**config.mk**
```make
export PLATFORM = sky130hd
export DESIGN_NAME = rec_play_ctrl_flat
export DESIGN_NICKNAME = d
export VERILOG_FILES = /design/src/rtl/rec_play_ctrl_if.sv /design/src/rtl/rec_play_ctrl.sv /design/src/flat_wrapper.sv
export SDC_FILE = /design/constraint.sdc
export NUM_CORES = 1
export LEC_CHECK = 0
export CAP_MARGIN = 20
export CORE_UTILIZATION = 58
export CTS_CLUSTER_SIZE = 16
export DETAILED_ROUTE_END_ITERATION = 8
export PLACE_DENSITY_LB_ADDON = 0.05
export SLEW_MARGIN = 20
export SYNTH_ARGS = -nofsm -noshare
export SYNTH_HDL_FRONTEND = slang
export SYNTH_SLANG_ARGS = --single-unit
```
**constraint.sdc**
```tcl
create_clock -name clk -period 8.2 [get_ports clk]
set_clock_uncertainty 0.05 [all_clocks]
set_input_delay 1.23 -clock clk [delete_from_list [all_inputs] [get_ports clk]]
set_output_delay 1.23 -clock clk [all_outputs]
set_load 0.005 [all_outputs]
```
**src/rtl/rec_play_ctrl_if.sv**
```systemverilog
// Signal bundle between the record/playback sequencer and the recorder top:
// operator controls, audio tick/sample, SRAM port and playback/status outputs.
interface rec_play_ctrl_if #(
   parameter int ADDR_W  = 20,
   parameter int SPEED_W = 3
);
   logic               init_done;
   logic               play_btn;
   logic               pause_btn;
   logic               stop_btn;
   logic               record_btn;
   logic               speed_mode;
   logic [SPEED_W-1:0] speed_val;
   logic               sample_tick;
   logic [15:0]        rec_data;
   logic [15:0]        mem_rdata;
   logic [ADDR_W-1:0]  mem_addr;
   logic               mem_wr;
   logic               mem_rd;
   logic [15:0]        mem_wdata;
   logic [15:0]        play_data;
   logic               play_valid;
   logic [2:0]         state;
   logic [ADDR_W:0]    rec_len;
   logic               full;

   // Sequencer side
   modport master (
      input  init_done, play_btn, pause_btn, stop_btn, record_btn,
      input  speed_mode, speed_val, sample_tick, rec_data, mem_rdata,
      output mem_addr, mem_wr, mem_rd, mem_wdata, play_data, play_valid,
      output state, rec_len, full
   );

   // Environment side (buttons, codec, SRAM)
   modport slave (
      output init_done, play_btn, pause_btn, stop_btn, record_btn,
      output speed_mode, speed_val, sample_tick, rec_data, mem_rdata,
      input  mem_addr, mem_wr, mem_rd, mem_wdata, play_data, play_valid,
      input  state, rec_len, full
   );
endinterface

```
**src/rtl/rec_play_ctrl.sv**
```systemverilog
// Record/playback sequencer: codec bring-up wait, idle, record, play, pause.
// One SRAM strobe per accepted audio tick; reads return as play_data two
// cycles after the tick. Tracks recorded length, stops on full or on end of
// recording, and supports fast (skip) / slow (repeat) playback.
module rec_play_ctrl #(
   parameter int ADDR_W  = 20,
   parameter int SPEED_W = 3
) (
   input  logic            clk,
   input  logic            reset,
   rec_play_ctrl_if.master bus
);
   localparam int AW1 = ADDR_W + 1;
   localparam logic [ADDR_W:0] CAPACITY = {1'b1, {ADDR_W{1'b0}}};

   typedef enum logic [2:0] {
      S_INIT   = 3'd0,
      S_IDLE   = 3'd1,
      S_PLAY   = 3'd2,
      S_PAUSE  = 3'd3,
      S_RECORD = 3'd4
   } state_t;

   // A speed factor of zero behaves as one
   function automatic logic [SPEED_W-1:0] f_speed_factor(input logic [SPEED_W-1:0] val);
      return (val == '0) ? SPEED_W'(1) : val;
   endfunction

   state_t             r_state;
   state_t             w_state_nxt;
   logic [ADDR_W-1:0]  r_wr_ptr;
   logic [ADDR_W-1:0]  w_wr_ptr_nxt;
   logic [ADDR_W:0]    r_rd_ptr;
   logic [ADDR_W:0]    w_rd_ptr_nxt;
   logic [ADDR_W:0]    w_rd_ptr_adv;
   logic [SPEED_W-1:0] r_rep_cnt;
   logic [SPEED_W-1:0] w_rep_cnt_nxt;
   logic [SPEED_W-1:0] w_speed;
   logic [ADDR_W:0]    r_rec_len;
   logic [ADDR_W:0]    w_rec_len_nxt;
   logic               r_full;
   logic               w_full_nxt;
   logic               w_wr_en;
   logic               w_rd_en;

   logic [ADDR_W-1:0]  r_mem_addr_p1;
   logic [15:0]        r_mem_wdata_p1;
   logic               r_wr_vld_p1;
   logic               r_rd_vld_p1;
   logic [15:0]        r_play_data_p2;
   logic               r_play_vld_p2;

   // State register
   always_ff @(posedge clk or negedge reset) begin
      if (!reset) r_state <= S_INIT;
      else        r_state <= w_state_nxt;
   end

   // Next state, pointer updates and strobe requests; a tick seen on the
   // same edge as a button-driven exit is dropped
   always_comb begin
      w_state_nxt   = r_state;
      w_wr_ptr_nxt  = r_wr_ptr;
      w_rd_ptr_nxt  = r_rd_ptr;
      w_rd_ptr_adv  = r_rd_ptr;
      w_rep_cnt_nxt = r_rep_cnt;
      w_rec_len_nxt = r_rec_len;
      w_full_nxt    = r_full;
      w_wr_en       = 1'b0;
      w_rd_en       = 1'b0;
      w_speed       = f_speed_factor(bus.speed_val);
      case (r_state)
         S_INIT: begin
            if (bus.init_done) w_state_nxt = S_IDLE;
         end
         S_IDLE: begin
            if (!bus.play_btn && (r_rec_len != '0)) begin
               w_state_nxt   = S_PLAY;
               w_rd_ptr_nxt  = '0;
               w_rep_cnt_nxt = '0;
            end else if (!bus.record_btn) begin
               w_state_nxt   = S_RECORD;
               w_wr_ptr_nxt  = '0;
               w_rec_len_nxt = '0;
               w_full_nxt    = 1'b0;
            end
         end
         S_RECORD: begin
            if (!bus.stop_btn) begin
               w_state_nxt = S_IDLE;
            end else if (bus.sample_tick) begin
               w_wr_en       = 1'b1;
               w_wr_ptr_nxt  = r_wr_ptr + 1'b1;
               w_rec_len_nxt = r_rec_len + 1'b1;
               // Memory full: stop here rather than wrap onto address 0
               if (w_rec_len_nxt == CAPACITY) begin
                  w_state_nxt = S_IDLE;
                  w_full_nxt  = 1'b1;
               end
            end
         end
         S_PLAY: begin
            if (!bus.stop_btn) begin
               w_state_nxt   = S_IDLE;
               w_rd_ptr_nxt  = '0;
               w_rep_cnt_nxt = '0;
            end else if (!bus.pause_btn) begin
               w_state_nxt = S_PAUSE;
            end else if (bus.sample_tick) begin
               w_rd_en = 1'b1;
               if (!bus.speed_mode) begin
                  w_rd_ptr_adv = r_rd_ptr + AW1'(w_speed);
               end else if (r_rep_cnt >= (w_speed - 1'b1)) begin
                  w_rd_ptr_adv  = r_rd_ptr + 1'b1;
                  w_rep_cnt_nxt = '0;
               end else begin
                  w_rep_cnt_nxt = r_rep_cnt + 1'b1;
               end
               // Past the recorded length: this read is the last one
               if (w_rd_ptr_adv >= r_rec_len) begin
                  w_state_nxt   = S_IDLE;
                  w_rd_ptr_nxt  = '0;
                  w_rep_cnt_nxt = '0;
               end else begin
                  w_rd_ptr_nxt = w_rd_ptr_adv;
               end
            end
         end
         S_PAUSE: begin
            if (!bus.stop_btn) begin
               w_state_nxt   = S_IDLE;
               w_rd_ptr_nxt  = '0;
               w_rep_cnt_nxt = '0;
            end else if (!bus.play_btn) begin
               w_state_nxt = S_PLAY;
            end
         end
         default: begin
            w_state_nxt = S_INIT;
         end
      endcase
   end

   // Pointers, recorded length and capacity flag
   always_ff @(posedge clk or negedge reset) begin
      if (!reset) begin
         r_wr_ptr  <= '0;
         r_rd_ptr  <= '0;
         r_rep_cnt <= '0;
         r_rec_len <= '0;
         r_full    <= 1'b0;
      end else begin
         r_wr_ptr  <= w_wr_ptr_nxt;
         r_rd_ptr  <= w_rd_ptr_nxt;
         r_rep_cnt <= w_rep_cnt_nxt;
         r_rec_len <= w_rec_len_nxt;
         r_full    <= w_full_nxt;
      end
   end

   // Stage p1: SRAM strobe cycle; address and write data hold between strobes
   always_ff @(posedge clk or negedge reset) begin
      if (!reset) begin
         r_wr_vld_p1    <= 1'b0;
         r_rd_vld_p1    <= 1'b0;
         r_mem_addr_p1  <= '0;
         r_mem_wdata_p1 <= '0;
      end else begin
         r_wr_vld_p1 <= w_wr_en;
         r_rd_vld_p1 <= w_rd_en;
         if (w_wr_en) begin
            r_mem_addr_p1  <= r_wr_ptr;
            r_mem_wdata_p1 <= bus.rec_data;
         end else if (w_rd_en) begin
            r_mem_addr_p1  <= r_rd_ptr[ADDR_W-1:0];
         end
      end
   end

   // Stage p2: capture read data; an in-flight read always completes, and
   // otherwise the output is cleared whenever playback is not running
   always_ff @(posedge clk or negedge reset) begin
      if (!reset) begin
         r_play_vld_p2  <= 1'b0;
         r_play_data_p2 <= '0;
      end else begin
         r_play_vld_p2 <= r_rd_vld_p1;
         if (r_rd_vld_p1) begin
            r_play_data_p2 <= bus.mem_rdata;
         end else if (w_state_nxt != S_PLAY) begin
            r_play_data_p2 <= '0;
         end
      end
   end

   assign bus.mem_addr   = r_mem_addr_p1;
   assign bus.mem_wr     = r_wr_vld_p1;
   assign bus.mem_rd     = r_rd_vld_p1;
   assign bus.mem_wdata  = r_mem_wdata_p1;
   assign bus.play_data  = r_play_data_p2;
   assign bus.play_valid = r_play_vld_p2;
   assign bus.state      = r_state;
   assign bus.rec_len    = r_rec_len;
   assign bus.full       = r_full;
endmodule

```
**src/flat_wrapper.sv**
```systemverilog
// flat-port wrapper written by rule: the top's interface ports become plain ports
module rec_play_ctrl_flat 
#(
   parameter int ADDR_W  = 20,
   parameter int SPEED_W = 3
)
  (clk, reset, bus_init_done, bus_play_btn, bus_pause_btn, bus_stop_btn, bus_record_btn, bus_speed_mode, bus_speed_val, bus_sample_tick, bus_rec_data, bus_mem_rdata, bus_mem_addr, bus_mem_wr, bus_mem_rd, bus_mem_wdata, bus_play_data, bus_play_valid, bus_state, bus_rec_len, bus_full);
  rec_play_ctrl_if #(.ADDR_W(ADDR_W), .SPEED_W(SPEED_W)) bus_i ();
  input  logic clk;
  input  logic reset;
  input wire logic [$bits(bus_i.init_done)-1:0] bus_init_done;
  input wire logic [$bits(bus_i.play_btn)-1:0] bus_play_btn;
  input wire logic [$bits(bus_i.pause_btn)-1:0] bus_pause_btn;
  input wire logic [$bits(bus_i.stop_btn)-1:0] bus_stop_btn;
  input wire logic [$bits(bus_i.record_btn)-1:0] bus_record_btn;
  input wire logic [$bits(bus_i.speed_mode)-1:0] bus_speed_mode;
  input wire logic [$bits(bus_i.speed_val)-1:0] bus_speed_val;
  input wire logic [$bits(bus_i.sample_tick)-1:0] bus_sample_tick;
  input wire logic [$bits(bus_i.rec_data)-1:0] bus_rec_data;
  input wire logic [$bits(bus_i.mem_rdata)-1:0] bus_mem_rdata;
  output wire logic [$bits(bus_i.mem_addr)-1:0] bus_mem_addr;
  output wire logic [$bits(bus_i.mem_wr)-1:0] bus_mem_wr;
  output wire logic [$bits(bus_i.mem_rd)-1:0] bus_mem_rd;
  output wire logic [$bits(bus_i.mem_wdata)-1:0] bus_mem_wdata;
  output wire logic [$bits(bus_i.play_data)-1:0] bus_play_data;
  output wire logic [$bits(bus_i.play_valid)-1:0] bus_play_valid;
  output wire logic [$bits(bus_i.state)-1:0] bus_state;
  output wire logic [$bits(bus_i.rec_len)-1:0] bus_rec_len;
  output wire logic [$bits(bus_i.full)-1:0] bus_full;
  assign bus_i.init_done = bus_init_done;
  assign bus_i.play_btn = bus_play_btn;
  assign bus_i.pause_btn = bus_pause_btn;
  assign bus_i.stop_btn = bus_stop_btn;
  assign bus_i.record_btn = bus_record_btn;
  assign bus_i.speed_mode = bus_speed_mode;
  assign bus_i.speed_val = bus_speed_val;
  assign bus_i.sample_tick = bus_sample_tick;
  assign bus_i.rec_data = bus_rec_data;
  assign bus_i.mem_rdata = bus_mem_rdata;
  assign bus_mem_addr = bus_i.mem_addr;
  assign bus_mem_wr = bus_i.mem_wr;
  assign bus_mem_rd = bus_i.mem_rd;
  assign bus_mem_wdata = bus_i.mem_wdata;
  assign bus_play_data = bus_i.play_data;
  assign bus_play_valid = bus_i.play_valid;
  assign bus_state = bus_i.state;
  assign bus_rec_len = bus_i.rec_len;
  assign bus_full = bus_i.full;
  rec_play_ctrl #(.ADDR_W(ADDR_W), .SPEED_W(SPEED_W)) u_core (.clk(clk), .reset(reset), .bus(bus_i));
endmodule
```
## Word-level counts from Yosys, hierarchy flattened

Index checks and enable logic that the tools add are counted.

| cells by class | value |
|---|---|
| $add $sub $neg | 6 |
| order comparisons | 2 |
| eq/ne operators | 16 |
| multiplexer cells | 62 |
| reductions and logical operators | 13 |

Operators with widths:

| operator | number |
|---|---|
| two-way mux 21 bit | 16 |
| two-way mux 20 bit | 6 |
| two-way mux 3 bit | 21 |
| one-hot mux 21 bit (3 select lines) | 1 |
| adder 21 x 1 -> 21 bit, second input constant | 2 |
| one-hot mux 21 bit (2 select lines) | 1 |
| one-hot mux 20 bit (2 select lines) | 1 |
| two-way mux 16 bit | 2 |
| adder 21 x 3 -> 21 bit | 1 |
| == test 21 bit, second input constant | 1 |
| >= comparator 21 bit | 1 |
| nonzero test 21 bit | 1 |
| adder 20 x 1 -> 20 bit, second input constant | 1 |
| one-hot mux 3 bit (5 select lines) | 1 |
| AND reduction 6 bit | 2 |
| two-way mux 1 bit | 11 |
| != test 2 bit, second input constant | 5 |
| AND reduction 5 bit | 2 |
| one-hot mux 3 bit (3 select lines) | 1 |
| == test 3 x 2 -> 1 bit, second input constant | 2 |
| zero test 3 bit | 2 |
| != test 3 bit, second input constant | 2 |
| nonzero test 2 bit | 3 |
| != test 2 x 1 -> 1 bit, second input constant | 2 |
| other kinds (11) | 11 |

| storage, ports and cells | value |
|---|---|
| flip-flop bits (word level) | 124 |
| input bits | 44 |
| logic and storage cells | 111 |

## Depth between registers and ports, before layout

Gate-level depths: netlist of run 1.

| logic depth | value |
|---|---|
| depth after elaboration | 19 |
| depth in mapped cells | 19 |
| depth with buffers taken out | 17 |

## Worst setup path before layout of run 1

OpenSTA, ideal clock, no wires.

| timing path | value |
|---|---|
| kind | in2reg |
| start | input bus_speed_val[1] |
| end | register u_core.r_play_data_p2[0], in the netlist u_core.bus.play_data[0] |
| library setup time | 121 ps |
| arrival | 5106 ps |
| setup slack | 2922 ps |
| stages on the path | 18 |
| buffers on the path | 2 |
| path through | clkbuf_1 -> nor3b_1 -> a21oi_1 -> ha_1 -> o211a_1 -> a211oi_2 -> o31ai_2 -> or3b_1 -> xnor2_1 -> ha_1 -> nand4_1 -> nor4_1 -> and2_1 -> a211oi_1 -> and2_1 -> o31a_1 -> clkbuf_1 -> a22o_1 |

| on the way | value |
|---|---|
| word-level cells in the longest chain between the ends | 18 |
| elaborated cells between the ends (all ways) | 19 |
| those cells by class | add/sub: 2; order compare: 2; eq/ne: 1; mux: 12; reduce/logical: 2 |

Ends and longest elaborated chain:

| what | RTL line | text |
|---|---|---|
| from (decl) | flat_wrapper.sv:17 | `input wire logic [$bits(bus_i.speed_val)-1:0] bus_speed_val;` |
| zero test 3 bit | rec_play_ctrl.sv:26 | `return (val == '0) ? SPEED_W'(1) : val;` |
| two-way mux 3 bit * | rec_play_ctrl.sv:26 |  |
| subtractor 3 x 1 -> 3 bit | rec_play_ctrl.sv:113 | `end else if (r_rep_cnt >= (w_speed - 1'b1)) begin` |
| >= comparator 3 bit | rec_play_ctrl.sv:113 |  |
| two-way mux 21 bit | rec_play_ctrl.sv:113 |  |
| two-way mux 21 bit * | rec_play_ctrl.sv:111 | `if (!bus.speed_mode) begin` |
| two-way mux 21 bit * | rec_play_ctrl.sv:109 | `end else if (bus.sample_tick) begin` |
| two-way mux 21 bit * | rec_play_ctrl.sv:107 | `end else if (!bus.pause_btn) begin` |
| (+2 left out) | - |  |
| >= comparator 21 bit * | rec_play_ctrl.sv:120 | `if (w_rd_ptr_adv >= r_rec_len) begin` |
| two-way mux 3 bit * | rec_play_ctrl.sv:120 |  |
| two-way mux 3 bit * | rec_play_ctrl.sv:109 |  |
| two-way mux 3 bit * | rec_play_ctrl.sv:107 |  |
| two-way mux 3 bit * | rec_play_ctrl.sv:103 | `if (!bus.stop_btn) begin` |
| one-hot mux 3 bit (5 select lines) * | rec_play_ctrl.sv:72 | `case (r_state)` |
| != test 3 x 2 -> 1 bit * | rec_play_ctrl.sv:190 | `end else if (w_state_nxt != S_PLAY) begin` |
| nonzero test 2 bit (no source line) * | - |  |
| to (signal assigned) | rec_play_ctrl.sv:189 | `r_play_data_p2 <= bus.mem_rdata;` |
| to (decl) | rec_play_ctrl.sv:50 | `logic [15:0] r_play_data_p2;` |

Every way passes the cells marked *; elsewhere a longest branch is shown, timed or not. The select of a mux whose other input is x is not followed.
A chain may end at the register's enable or synchronous reset.

## Worst setup path in the final report of run 1

| timing path | value |
|---|---|
| start | input bus_speed_val[1] |
| end | register u_core.r_play_data_p2[3], in the netlist u_core.bus.play_data[3] |

The elaborated chain is that of the path after synthesis.

==> summary by stage, run 1 <==
Status
The flow ran to the end, and the final reports show no timing, DRC or antenna violations.

Synthesis
The post-synthesis instance area is 7150 um^2. Counting flops with an async set or reset pin after synthesis yields a share of 100%. The number of synthesized flops with an enable pin is 0. The number of synthesized register bits is 124. After synthesis, the cell types taking the most area are dfrtp_1, nand2_1, ha_1. After synthesis, the largest family of logic cells by area is simple AND/OR/NAND/NOR gates.

The share of the Yosys chip area taken by registers is 43.4%. After Yosys synthesis, and, or, nand and nor cells account for 21.9% of the synthesized area. After Yosys synthesis, full adders, half adders and majority gates account for 5.57% of the synthesized area. The synthesized netlist devotes 15.7% of its cell area to compound gates. After synthesis, the share of cell area in mux cells is 3.24%. Yosys mapped the design onto 75 distinct sky130hd cell types.

In the synthesized netlist, the number of instances is 791. The synthesized design devotes to its leading area cell type 43.4% of total area. The synthesized area divided by synthesized cell count is 9.04 um^2.

For this run, the number of Yosys warnings is 0. The prevailing post-synth register cell is dfrtp_1. The cell type with the highest aggregate area in the netlist is dfrtp_1.

The number of nets in the synthesized netlist is 866. The xor and xnor fraction of the mapped netlist area is 5.15%.

Die
The starting utilization of the core area is 59.5%. The floorplan step defined a die boundary enclosing 12800 um^2. The number of core rows is 40. The area inside the core boundary is 12000 um^2. The vertical die dimension is 113 um. For this design the top-level I/O count stands at 124. The die is 113 um wide.

Route
Once detail routing completed, the nets flagged for antenna violations numbered 0. Dividing the detail-routed wire length by the instance count gives 18.2 um. In the routed design, unresolved DRC markers number 0.

The total vias in the final route is 6479. After detailed routing, the total wire length is 19100 um. The number of DRC violations after detailed-routing iteration 0 is 497. After detailed routing, the number of vias per cell comes to 6.15. The detailed-routing iteration count for the pre-antenna-repair pass is 8.

Cells and area
The finished cells cover 8950 um^2. The most frequent standard cell in the layout excluding fill and tap cells is dfrtp_1. The number of antenna diodes in the final layout is 0.

The final layout contains 971 nets. The final core utilization is 74.5%. The share of cells above drive strength 1 is 6.50%.

The relative area change from synthesis to final layout is 25.2%. In the layout the commonest cells are dfrtp_1, clkdlybuf4s50_1, nand2_1. The count of placed standard cells in the final layout, fillers left out is 1054.

Placed design
The number of buffer cells added on primary ports is 123. Detailed placement finished with a half-perimeter wire length of 13400 um. The number of cells after detailed placement is 1024.

Routability-driven placement finished with a final weighted congestion of 0.925. The area of placed instances is 8400 um^2.

STA
The final critical path time including I/O delays and setup is 6310 ps. The final count of negative-setup-slack endpoints is 0. The final max-slew violation count is 0. Setup repair after global routing left no endpoint under its margin.

For this run, the top clock speed supported by timing is 158 MHz. The total count of hold-check failures in the final report is 0. Of the available clock period, the critical path in the final layout requires 77.0%.

The normalized max-slew margin is 28.2%. In the final timing run, aggregate negative setup slack is 0 ps. At the pin with the least slew margin, the transition time is 1070 ps.

Global routing
The via count of the first global-routing pass is 6279. For this run, the total global-route usage over all layers was measured as 31.4%. Entering global routing, the biggest net connects 76 pins.

Global routing finished with a remaining overflow of 0. The number of antenna violations at the first check in global routing is 0. The global-route wire length before repair is 31400 um.

CTS
In this run, post-CTS repair resized a total of 0 instances. The clock tree synthesis step divided the H-tree into 4 levels. CTS saw 124 sinks. The TritonCTS buffer count is 17. The number of buffers added for setup after CTS is 0. TritonCTS built the clock tree. The count of hold buffers inserted by post-cts repair is 0. The later pin in the worst-skew pair is clocked with a latency of 420 ps.

The clock edge transition at the registers on the reported setup and hold paths is 50 ps. CTS placed an instance of clkbuf_16 at the clock tree root. The worst-case clock buffer depth is 2.

Setup path
STA puts the critical path data arrival time at 6610 ps. Traced cell by cell, the critical path runs through clkdlybuf4s50_1 > nor3b_1 > a21oi_1 > ha_1 > o211a_1 > a211oi_2 > o31ai_2 > or3b_1 > xnor2_1 > ha_1 > nand4_1 > nor4_1 > a22o_1 > a211oi_1 > and2_1 > o31a_1 > a22o_1. STA classifies the critical path endpoint as a flop. Along the worst path, the maximum fanout reaches 22. The maximum single-stage delay on the critical path is 730 ps. The critical path class is input pin to flop. The cell with the largest stage delay on the worst path is and2_1.

The critical path required time is 8500 ps. The critical path startpoint category is an input pin.

Power and ir drop
Dividing total power by cell area gives a power density of 216 nW/um^2. The leakage power is 3.87 nW. Across the VDD grid, the largest voltage drop is 0.000135 V.

Flow run
The tool flagged a number of max-cap violations equal to 0.

Worst hold path
The tightest min-delay check is of the flop to flop type.
-- where the power goes --
| part | switching [W] | internal, W |
|---|---|---|
| clock network | 0.000263 | 0.000442 |
| registers | 0.0000683 | 0.000683 |
| logic | 0.000251 | 0.000226 |
| total | 0.000582 | 0.00135 |
-- cell families (layout without fill, tap and decap cells) --
group / Yosys count / after routing
AND/OR/NAND/NOR: 308 / 308
AO/OA/AOI/OAI: 179 / 179
flip-flops: 124 / 124
buffers and inverters: 83 / 199
XOR/XNOR: 42 / 42
adder cells (fa/ha/maj): 32 / 32
multiplexers: 23 / 23
-- cell type report --
class / instances / area, um^2
Clock buffer: 23 / 488
Clock inverter: 7 / 65.1
Fill cell: 903 / 3060
Inverter: 41 / 154
Multi-Input combinational cell: 584 / 3690
Sequential cell: 124 / 3100
Tap cell: 147 / 184
Timing Repair Buffer: 128 / 1270
-- synthesized netlist by cell type, types with 4 or more instances --
library cell	number
a21o_1	7
a21oi_1	45
a22o_1	20
and2_1	8
and3_1	9
buf_1	8
buf_4	5
clkbuf_1	25
dfrtp_1	124
ha_1	31
inv_1	40
mux2i_1	22
nand2_1	116
nand2b_1	4
nand3_1	31
nand4_1	24
nor2_1	47
nor3_1	10
nor4_1	6
o21ai_0	60
o21ai_1	8
o22ai_1	5
or3_1	26
xnor2_1	28
xor2_1	14
-- layer usage --
| layer | part of all wire, % | global-route usage, % |
|---|---|---|
| met3 | 5.9 | 6.80 |
| met4 | 2.5 | 12.7 |
| met5 | 0 | 0 |
| met1 | 42 | 39.9 |
| met2 | 49 | 52.3 |
-- metrics by stage --
step / total power, W / worst slack [ps] / hold WS (ps)
after floorplan: 0.000990 / 2920 / 344
after global placement: 0.00121 / 1930 / 407
after detailed placement: 0.00123 / 1510 / 413
after CTS: 0.00194 / 1930 / 427
after global routing: 0.00202 / 1490 / 434
final: 0.00193 / 1890 / 423
-- flip-flops by register name (all words and copies together), names as in the netlist --
register and flops:
u_core.bus.play_valid 1, u_core.bus.mem_wdata 16, u_core.bus.play_data 16, u_core.bus.mem_wr 1
u_core.bus.mem_addr 20, u_core.bus.rec_len 21, u_core.bus.full 1, u_core.bus.state 3
u_core.r_rep_cnt 3, u_core.r_wr_ptr 20, u_core.bus.mem_rd 1, u_core.r_rd_ptr 21
-- worst paths after layout --
path / from / endpoint / slack (ps) / cells after the start
setup / recovery: bus_speed_val[1] / u_core.bus.play_data[3] / 1890 / 17
hold / removal: u_core.bus.mem_wdata[1] / u_core.bus.mem_wdata[1] / 420 / 2
setup reg to reg: u_core.r_rd_ptr[1] / u_core.bus.play_data[3] / 3070 / 16
hold reg to reg: u_core.bus.mem_wdata[1] / u_core.bus.mem_wdata[1] / 420 / 2
max in group asynchronous: reset / u_core.r_rd_ptr[14] / 5910 / 2
min in group asynchronous: reset / u_core.bus.rec_len[8] / 790 / 1
-- critical path, delay by kind of cell --
kind                       cells  cell delay, ps
AOI/OAI and AO/OA              8            2330
xor gates and xnor gates       1             150
buffers and inverters          1             540
adders and majority gates      2             580
and+or+nand+nor                5            1780
Note: power is estimated with default switching activity, not from simulation.
==> run 2, diff against run 1 <==
CORE_UTILIZATION = 49   (was 58)
clock period = 5.6 ns   (was 8.2 ns; I/O delays follow)
==> summary by stage, run 2 (synthesis results as in run 1) <==
Placed design
The global placement routability congestion came to 0.887 (-4.1%). The number of buffer cells added on primary ports is 123 (unchanged). The post-detailed-placement half-perimeter wirelength is 13900 um (+3.8%). The area of placed instances was 8490 um^2 (+1.0%).

CTS
The root buffer cell is clkbuf_16. The clock latency reported for the late side of the worst-skew pair came to 420 ps (about the same). The clock sink count is 124 (unchanged). The number of buffers added for setup after CTS is 0 (unchanged). The level count of the clock H-tree is 4 (unchanged). The clock edge transition at the registers on the reported setup and hold paths came to 60 ps (about the same). The worst-case clock buffer depth was 2 (unchanged). The count of hold buffers inserted by post-cts repair is 0 (unchanged). The TritonCTS buffer count is 17 (unchanged). TritonCTS built the clock tree. The number of gates given a new drive strength after cts is 0 (unchanged).

Worst hold path
The worst hold path belongs to the class input pin to async pin.

Die
The number of placed I/O pins is 124 (unchanged). The starting utilization of the core area is 50.9% (-8.6 points). The area inside the core boundary is 14000 um^2 (+17%).

The width of the die is 123 um (+8.6%). The number of core rows is 43 (+7.5%). The vertical die dimension was 123 um (+8.6%).

The floorplan die area is 15100 um^2 (+18%).

Setup path
The count of buffering cells on the critical path with inverters included is 1 (unchanged). The maximum single-stage delay on the critical path is 570 ps (-160 ps). The critical path class is input pin to flop. The critical path required time came to 5850 ps (-2650 ps). The capture instance of the worst register-to-register path is u_core.bus.play_data[9]. The slowest stage of the critical path belongs to the cell o31ai_2. The worst setup path is captured at a flop. The number of cells on the worst reg-to-reg path is 16 (unchanged).

The flop-to-flop setup slack is 1040 ps (-2030 ps). On the critical path the largest part of the delay comes from compound AO/OA/AOI/OAI gates. The worst endpoint data arrival time is 5500 ps (-1110 ps). STA classifies the critical path startpoint as an input pin. Traced cell by cell, the critical path runs through clkdlybuf4s50_1 > nor3b_1 > a21oi_1 > ha_1 > o211a_1 > a211oi_2 > o31ai_2 > or3b_1 > xnor2_1 > ha_1 > nand4_1 > nor4_1 > and2_1 > a211oi_1 > and2_1 > o31a_1 > a22o_1. The count of cell instances traversed by the critical path is 17 (unchanged).

The maximum net fanout on the critical path is 16 (-27%). The worst register-to-register path begins at u_core.r_rd_ptr[1].

Global routing
The number of antenna violations at the first check in global routing is 0 (unchanged). The via count of the first global-routing pass is 6263 (-0.25%). The global-route total usage across every layer is 27.5% (-3.9 points). The largest net degree at the start of global routing was 62 (-18%). The overall overflow remaining after global route was 0 (unchanged). The global-route wire length before repair is 31600 um (+0.39%).

Cells and area
The number of diodes is 0 (unchanged). The share of cells above drive strength 1 is 7.54% (+1.0 points). The number of nets in the final layout is 977 (+0.62%). The cell area after layout is 9120 um^2 (+1.9%). The library cells used most frequently in the layout, excluding fill and tap cells, are dfrtp_1, clkdlybuf4s50_1, nand2_1. Leaving out fill and tap cells, the most frequent cell in the layout is dfrtp_1. The combined flip-flop and latch cell area is 3100 um^2 (unchanged). The number of fill cells in the layout came to 1125 (+25%). The relative area change from synthesis to final layout is 27.6%. The final core utilization was 65.0% (-9.6 points).

The area occupied by multi-input gates is 3690 um^2 (unchanged).

Route
The post-route antenna net violation count was 0 (unchanged). The detailed-routing iteration count for the pre-antenna-repair pass is 5 (-3). The average wire length per cell after detail routing is 18.0 um (-1.1%). The total vias in the final route is 6405 (-1.1%).

The detailed-route DRC error count came to 0 (unchanged). The total wire length was 19700 um (+2.8%). The number of vias per cell after detailed routing is 5.85 (-4.8%). The number of DRC violations after detailed-routing iteration 0 was 437 (-12%).

STA
The final count of negative-setup-slack endpoints came to 0 (unchanged). The fraction of the cycle the final worst path needs is 93.7%. Static timing analysis puts the maximum clock frequency at 190 MHz. Setup repair after global routing left no endpoint under its margin. The final max-slew violation count is 0 (unchanged). The normalized max-slew margin is 30.8% (+2.6 points). The slew at the pin closest to its max-slew limit is 1030 ps (-38.9 ps).

The final critical path time including I/O delays and setup is 5250 ps. The total count of hold-check failures in the final report is 0 (unchanged).

Power and ir drop
The maximum vdd ir drop came to 0.000267 V (+98%). The leakage power is 3.94 nW (+1.8%). The power per cell area is 327 nW/um^2 (+52%).

Flow run
The number of max-cap violations was 0 (unchanged).

Status
The flow ran to the end, and the final reports show no timing, DRC or antenna violations.
[run 2: cell count changes in the layout (fill, tap and decap cells not counted)]
cell,previous run,this run
clkinv_2,4,3
buf_4,6,12
inv_6,0,3
clkbuf_8,4,2
clkinv_4,0,1
bufinv_16,1,4
clkbuf_1,2,0
[run 2: metal layers]
| metal | global-route usage [%] | vias to the layer above | routed length, um |
|---|---|---|---|
| met5 | 0 | - | 0 |
| met4 | 9.45 | 0 | 296 |
| met3 | 5.25 | 27 | 1460 |
| met2 | 43.1 | 241 | 9160 |
| met1 | 37.9 | 3096 | 8760 |
| li1 | - | 3041 | - |
[run 2: worst max path at each step]
stage                              end  slack [ps]             start
2_1_floorplan  u_core.bus.play_data[0]         710  bus_speed_val[1]
3_3_place_gp   u_core.bus.play_data[1]         110  bus_speed_val[1]
3_5_place_dp   u_core.bus.play_data[1]         -50  bus_speed_val[1]
4_1_cts        u_core.bus.play_data[9]         380  bus_speed_val[1]
5_1_grt        u_core.bus.play_data[5]         140  bus_speed_val[1]
6_report       u_core.bus.play_data[9]         350  bus_speed_val[1]
[run 2: layout make-up]
type | count | area share, %
well taps | 180 | 2.47
multi-input cells | 584 | 40.5
flip-flops and latches | 124 | 34.0
clock inverters | 13 | 2.03
repair buffers | 134 | 14.4
inverters | 41 | 1.69
clock buffers | 19 | 4.96
[run 2: worst register-to-register path: cells and delay by family, from the launching register on]
family,cells,cell delay (ps)
XOR/XNOR,2,340
AND/OR/NAND/NOR,6,1760
flip-flops,1,570
adder cells (fa/ha/maj),2,460
AO/OA/AOI/OAI,6,1270
[run 2: where the power goes]
part | total (W) | internal, W | switching [W]
combinational | 0.000687 | 0.000332 | 0.000355
sequential | 0.00110 | 0.000999 | 0.000103
clock | 0.00120 | 0.000771 | 0.000428
total | 0.00299 | 0.00210 | 0.000886
[run 2: per-stage QoR]
| step | TNS [ps] | hold slack [ps] | power, W | worst slack (ps) | cells |
|---|---|---|---|---|---|
| after floorplan | 0 | 344 | 0.00145 | 712 | 791 |
| after global routing | 0 | 305 | 0.00313 | 137 | 1095 |
| after detailed placement | -641 | 412 | 0.00180 | -47.3 | 1063 |
| after global placement | 0 | 407 | 0.00178 | 115 | 1063 |
| final | 0 | 284 | 0.00299 | 350 | 1095 |
| after CTS | 0 | 291 | 0.00300 | 383 | 1095 |
